### config.mk
export PLATFORM = sky130hd
export DESIGN_NAME = slave_in_port
export DESIGN_NICKNAME = d
export VERILOG_FILES = /design/src/rtl/slave_in_port.sv
export SDC_FILE = /design/constraint.sdc
export NUM_CORES = 1
export LEC_CHECK = 0
export ABC_AREA = 1
export BUFFER_PORTS_ARGS = -buffer_cell sky130_fd_sc_hd__buf_2
export CAP_MARGIN = 10
export CORE_MARGIN = 2
export CORE_UTILIZATION = 60
export DETAILED_ROUTE_END_ITERATION = 6
export GPL_ROUTABILITY_DRIVEN = 1
export MAX_ROUTING_LAYER = met4
export PLACE_DENSITY = 0.88
export SYNTH_ARGS = -nofsm -noshare
export SYNTH_HDL_FRONTEND = slang
export SYNTH_SLANG_ARGS = --single-unit
### constraint.sdc
create_clock -name clk -period 4.6 [get_ports clk]
set_input_delay 0.69 -clock clk [delete_from_list [all_inputs] [get_ports clk]]
set_output_delay 0.69 -clock clk [all_outputs]
set_load 0.05 [all_outputs]
### src/rtl/slave_in_port.sv
// Slave-side receive stage: deserializes address, burst length and write data into word writes or a read request.
// Optional range check against MEM_DEPTH is enabled by defining SLAVE_ADDR_CHECK_EN.
module slave_in_port #(
  parameter int SLAVE_ADDR_SIZE = 12,
  parameter int WORD_SIZE       = 8,
  parameter int BURST_SIZE      = 15,
  parameter int MEM_DEPTH       = 4096
) (
  input  logic                       clk,
  input  logic                       rst,
  input  logic                       sel,
  input  logic                       addr_bus,
  input  logic                       addr_valid,
  input  logic                       burst_size_bus,
  input  logic                       len_valid,
  input  logic                       w_data_bus,
  input  logic                       data_valid,
  input  logic                       read_en,
  input  logic                       burst,
  input  logic                       rd_done,
  output logic                       s_ready,
  output logic [SLAVE_ADDR_SIZE-1:0] mem_addr,
  output logic [WORD_SIZE-1:0]       mem_wdata,
  output logic                       mem_we,
  output logic                       rd_req,
  output logic [BURST_SIZE-1:0]      rd_len,
  output logic                       tx_done,
  output logic                       addr_err
);

  localparam int MAX_W = (SLAVE_ADDR_SIZE > WORD_SIZE)
                       ? ((SLAVE_ADDR_SIZE > BURST_SIZE) ? SLAVE_ADDR_SIZE : BURST_SIZE)
                       : ((WORD_SIZE > BURST_SIZE) ? WORD_SIZE : BURST_SIZE);
  localparam int CNT_W = $clog2(MAX_W);

  localparam logic [CNT_W-1:0] ADDR_LAST = CNT_W'(SLAVE_ADDR_SIZE - 1);
  localparam logic [CNT_W-1:0] LEN_LAST  = CNT_W'(BURST_SIZE - 1);
  localparam logic [CNT_W-1:0] WORD_LAST = CNT_W'(WORD_SIZE - 1);

  if (MEM_DEPTH < 1 || MEM_DEPTH > (1 << SLAVE_ADDR_SIZE)) begin : g_bad_depth
    $error("slave_in_port: MEM_DEPTH must lie in 1 .. 2**SLAVE_ADDR_SIZE");
  end

  typedef enum logic [2:0] {IDLE, ADDR, LEN, WR, RD, DONE} state_t;

  state_t                     state;
  logic [CNT_W-1:0]           cnt;
  logic [BURST_SIZE-1:0]      len_q;
  logic [BURST_SIZE-1:0]      word_cnt;
  logic                       rd_flag;
  logic                       wr_pend;
  logic                       rd_block;

  // Shift registers hold only the bits already received; the incoming bit completes the field.
  logic [SLAVE_ADDR_SIZE-2:0] addr_sr;
  logic [BURST_SIZE-2:0]      len_sr;
  logic [WORD_SIZE-2:0]       data_sr;

  logic [SLAVE_ADDR_SIZE-1:0] addr_full;
  logic [BURST_SIZE-1:0]      len_full;
  logic [WORD_SIZE-1:0]       word_full;

  assign addr_full = {addr_bus, addr_sr};
  assign len_full  = {burst_size_bus, len_sr};
  assign word_full = {w_data_bus, data_sr};

  function automatic logic [BURST_SIZE-1:0] norm_len(input logic [BURST_SIZE-1:0] l);
    return (l == '0) ? BURST_SIZE'(1) : l;
  endfunction

`ifdef SLAVE_ADDR_CHECK_EN
  function automatic logic out_of_range(input logic [SLAVE_ADDR_SIZE-1:0] a);
    return ({1'b0, a} >= (SLAVE_ADDR_SIZE + 1)'(MEM_DEPTH));
  endfunction

  // A read whose start address is invalid never reaches the core.
  always_comb begin
    rd_block = addr_err;
    if (state == ADDR) rd_block = out_of_range(addr_full);
  end
`else
  assign rd_block = 1'b0;
  assign addr_err = 1'b0;
`endif

  always_ff @(posedge clk) begin
    if (state == ADDR && addr_valid) addr_sr <= addr_full[SLAVE_ADDR_SIZE-1:1];
    if (state == LEN  && len_valid)  len_sr  <= len_full[BURST_SIZE-1:1];
    if (state == WR   && data_valid) data_sr <= word_full[WORD_SIZE-1:1];
  end

  always_ff @(posedge clk) begin
    if (rst) begin
      state     <= IDLE;
      cnt       <= '0;
      len_q     <= '0;
      word_cnt  <= '0;
      rd_flag   <= 1'b0;
      wr_pend   <= 1'b0;
      s_ready   <= 1'b1;
      mem_addr  <= '0;
      mem_wdata <= '0;
      mem_we    <= 1'b0;
      rd_req    <= 1'b0;
      rd_len    <= '0;
      tx_done   <= 1'b0;
`ifdef SLAVE_ADDR_CHECK_EN
      addr_err  <= 1'b0;
`endif
    end else begin
      mem_we  <= 1'b0;
      tx_done <= 1'b0;
      wr_pend <= 1'b0;
      case (state)
        IDLE: begin
          cnt <= '0;
          if (sel) begin
            state <= ADDR;
`ifdef SLAVE_ADDR_CHECK_EN
            addr_err <= 1'b0;
`endif
          end
        end

        ADDR: begin
          if (!sel) begin
            state <= IDLE;
            cnt   <= '0;
          end else if (addr_valid) begin
            if (cnt == ADDR_LAST) begin
              cnt      <= '0;
              mem_addr <= addr_full;
              rd_flag  <= read_en;
              word_cnt <= '0;
`ifdef SLAVE_ADDR_CHECK_EN
              addr_err <= out_of_range(addr_full);
`endif
              if (burst) begin
                state <= LEN;
              end else begin
                len_q <= BURST_SIZE'(1);
                if (!read_en) begin
                  state <= WR;
                end else if (rd_block) begin
                  state   <= DONE;
                  tx_done <= 1'b1;
                  s_ready <= 1'b0;
                end else begin
                  state   <= RD;
                  rd_req  <= 1'b1;
                  rd_len  <= BURST_SIZE'(1);
                  s_ready <= 1'b0;
                end
              end
            end else begin
              cnt <= cnt + CNT_W'(1);
            end
          end
        end

        LEN: begin
          if (!sel) begin
            state <= IDLE;
            cnt   <= '0;
          end else if (len_valid) begin
            if (cnt == LEN_LAST) begin
              cnt   <= '0;
              len_q <= norm_len(len_full);
              if (!rd_flag) begin
                state <= WR;
              end else if (rd_block) begin
                state   <= DONE;
                tx_done <= 1'b1;
                s_ready <= 1'b0;
              end else begin
                state   <= RD;
                rd_req  <= 1'b1;
                rd_len  <= norm_len(len_full);
                s_ready <= 1'b0;
              end
            end else begin
              cnt <= cnt + CNT_W'(1);
            end
          end
        end

        WR: begin
          if (!sel) begin
            state <= IDLE;
            cnt   <= '0;
          end else begin
            if (data_valid) begin
              if (cnt == WORD_LAST) begin
                cnt       <= '0;
                mem_wdata <= word_full;
                wr_pend   <= 1'b1;
`ifdef SLAVE_ADDR_CHECK_EN
                mem_we    <= !addr_err;
`else
                mem_we    <= 1'b1;
`endif
              end else begin
                cnt <= cnt + CNT_W'(1);
              end
            end
            // Address and word count advance in the cycle the strobe is visible.
            if (wr_pend) begin
              mem_addr <= mem_addr + SLAVE_ADDR_SIZE'(1);
              word_cnt <= word_cnt + BURST_SIZE'(1);
              if (word_cnt + BURST_SIZE'(1) == len_q) begin
                state   <= DONE;
                tx_done <= 1'b1;
                s_ready <= 1'b0;
              end
`ifdef SLAVE_ADDR_CHECK_EN
              else if (out_of_range(mem_addr + SLAVE_ADDR_SIZE'(1))) begin
                addr_err <= 1'b1;
              end
`endif
            end
          end
        end

        RD: begin
          if (rd_done) begin
            rd_req  <= 1'b0;
            tx_done <= 1'b1;
            state   <= DONE;
          end
        end

        DONE: begin
          state   <= IDLE;
          cnt     <= '0;
          s_ready <= 1'b1;
        end

        default: begin
          state   <= IDLE;
          cnt     <= '0;
          s_ready <= 1'b1;
        end
      endcase
    end
  end

endmodule

==> run metrics <==
outcome=completed; post-synthesis instance area=5310 um^2; row count=34; first-pass GRT wire length=between 20000 and 25000 um; DRC viols=0; Antenna Cells=0; count leader, synth=nand2_1; RSZ-0062 raised after global routing=no; routed vias=4802; Rel. slew slack=25.5%; CP max stage delay=0.56 ns; Overall Global Routing Usage=27.9%; IO buf count=50; Critical Path RT=4.88 ns; top cell type's share of synthesized area=29.0%; DP HPWL=about 9100 um; Critical Path, Cell by Cell=inv_2 -> nor3_4 -> inv_2 -> nand2_1 -> a21oi_1 -> nand3_1 -> clkinv_1 -> o21ai_0 -> a21oi_1; Yosys warning count=0; dominant synthesized flop cell=dfxtp_1; slowest library cell on the worst path=nand3_1; Crit path depth=9; Clock Skews=0.0150 ns; post-layout min period=2.86 ns; antenna violations before repair=0; Distinct cells, synth=41; Die Ht=98.1 um; CTS tree=yes; Initial Util=roughly three fifths; grt ovf=0; fill count=between 700 and 800; Register Area=2500 um^2; worst setup path class=reg -> reg; Post-CTS Setup Repair Bufs=0; Synth area leader=dfxtp_1; reg2reg start=state[1]; WL per Instance=14.6 um; share of cells above drive strength 1=13.3%; Post-synth EDFFs=32; Util after Layout=between 60% and 70%; GPL Wtd Cong=approximately 0.99; CP Buf/Inv Count=3; Synth Register Bits=between 100 and 150; FMAX=349 MHz; clk_lat worst skew=between 0.3 and 0.4 ns; total wire length=12600 um; hold path depth=0; chip width=approximately 100 um; Slew Limit Fails=0; cells on worst reg2reg path=9; critical path's top delay family=simple AND/OR/NAND/NOR gates; CTS Buffer Depth=2; hold buffer count at cts=0; Post-Syn Instances=707; Peak VDD IR=0.454 mV; Net Count, Synth=roughly 720; synth cell count leaders=nand2_1, nor2_1, dfxtp_1; endpoint class of the critical path=flip-flop; crit start category=flip-flop; number of global-route vias before repair=roughly 4600; Reg2Reg Capture Point=len_q[0]; Syn Area/Cell=7.51 um^2; worst setup path end=len_q[0]; final count of hold timing violations=0; Reg2Reg Setup Slack=roughly 1.7 ns; setup tns final=0 ns; Arr. time, crit path=3.14 ns; vias per cell=5.58; Max Cap Viol=0; CTS Buf Count=9; Core ar.=8640 um^2; Die Area=between 9000 and 10000 um^2; Clock transition at path regs=0.11 ns; fin nets=763; ANT nets after route=0; Setup violations, final=0; worst-path fanout max=21; H-tree levels=3; top cells by area, synth=dfxtp_1, edfxtp_1, nand2_1, nor2_1, inv_1; worst setup path start=state[1]; pwr/cell area=517 nW/um^2; asr flop ratio synth=0%; initial drt markers=around 400; clk sinks=between 100 and 150; worst-margin pin slew=1.11 ns; post-CTS resize count=0; Final Cycle Share=62.2%; Hold WC Path Type=reg -> reg; root buf cell=clkbuf_8; register area share after synthesis=47.1%; First-pass DRT Iterations=5; largest net degree at the start of global routing=44; Top Ports=52; Lkg Pwr=2.32 nW; Layout area overhead=9.22%; footprint of the multi-input gates=about 2400 um^2
-- how the worst min path moves through the flow --
stage	from	end	slack, ns
2_1_floorplan	addr_sr[4]	addr_sr[3]	0.42
3_3_place_gp	s_ready	s_ready	0.43
3_5_place_dp	data_sr[4]	data_sr[3]	0.43
4_1_cts	data_sr[4]	data_sr[3]	0.44
5_1_grt	data_sr[4]	data_sr[3]	0.45
6_report	data_sr[4]	data_sr[3]	0.45
-- state kept, by name, summed over array words and instances, names as in the netlist, 4 cells and up --
signal     count
len_q         15
data_sr        7
len_sr        14
mem_wdata      8
mem_addr      12
cnt            4
addr_sr       11
word_cnt      15
rd_len        15
-- per-layer routing --
layer  global-route usage, %  share of wire, %  vias to the layer above
met5                       -                 0                        -
met4                    10.4               1.9                        0
met3                    4.01               5.8                       21
met2                    44.0                47                      172
met1                    36.9                45                     2205
li1                        -                 -                     2404
-- metrics by stage --
step | power, mW | cells | hold slack, ns | setup WS [ns] | area, um^2
floorplan | 2.18 | 707 | 0.421 | 2.59 | 5310
global placement | 2.39 | 843 | 0.425 | 1.98 | 5590
detailed placement | 2.43 | 843 | 0.426 | 1.83 | 5590
CTS | 3.00 | 859 | 0.441 | 1.79 | 5780
global route | 3.18 | 860 | 0.451 | 1.42 | 5800
finish | 3.00 | 860 | 0.447 | 1.74 | 5800
-- cell usage in the layout (no fill, tap or decap), drive strengths merged, types with 2 or more instances in the layout --
cell type / n
a211oi: 10
a21oi: 56
a221oi: 3
a31oi: 6
buf: 53
clkbuf: 10
clkinv: 4
dfxtp: 77
edfxtp: 32
ha: 4
inv: 85
nand2: 165
nand3: 52
nand4: 9
nor2: 108
nor3: 11
nor4: 4
o211ai: 5
o21ai: 46
or2: 3
xor2: 2
-- final cells by class --
type	instances	share of cell area, %
clock buffers	10	2.20
clock inverters	6	1.17
inverters	84	5.44
multi-input cells	490	40.9
flip-flops and latches	109	43.2
well taps	108	2.33
repair buffers	53	4.83
-- kinds of logic after synthesis --
kind of cell | Yosys count | synth area share [%]
and+or+nand+nor | 353 | 28.7
AOI/OAI and AO/OA | 128 | 14.0
DFF | 109 | 47.1
buffers and inverters | 108 | 8.23
xor gates and xnor gates | 4 | 0.943
adders and majority gates | 4 | 0.943
other | 1 | 0.0706
-- report_power, final --
| part | switching, mW | internal (mW) | leakage, nW | total [mW] |
|---|---|---|---|---|
| Sequential | 0.117 | 1.18 | 0.916 | 1.30 |
| Combinational | 0.830 | 0.300 | 1.30 | 1.13 |
| Clock | 0.360 | 0.213 | 0.0958 | 0.573 |
| Total | 1.31 | 1.69 | 2.32 | 3.00 |
-- worst register-to-register path, stage by stage, from the launching register on --
cell and delay (ns):
dfxtp_1 0.44, inv_2 0.09, nor3_4 0.43, inv_2 0.22
nand2_1 0.14, a21oi_1 0.09, nand3_1 0.56, clkinv_1 0.45
o21ai_0 0.28, a21oi_1 0.06
Power figures use the tool's default switching activity.
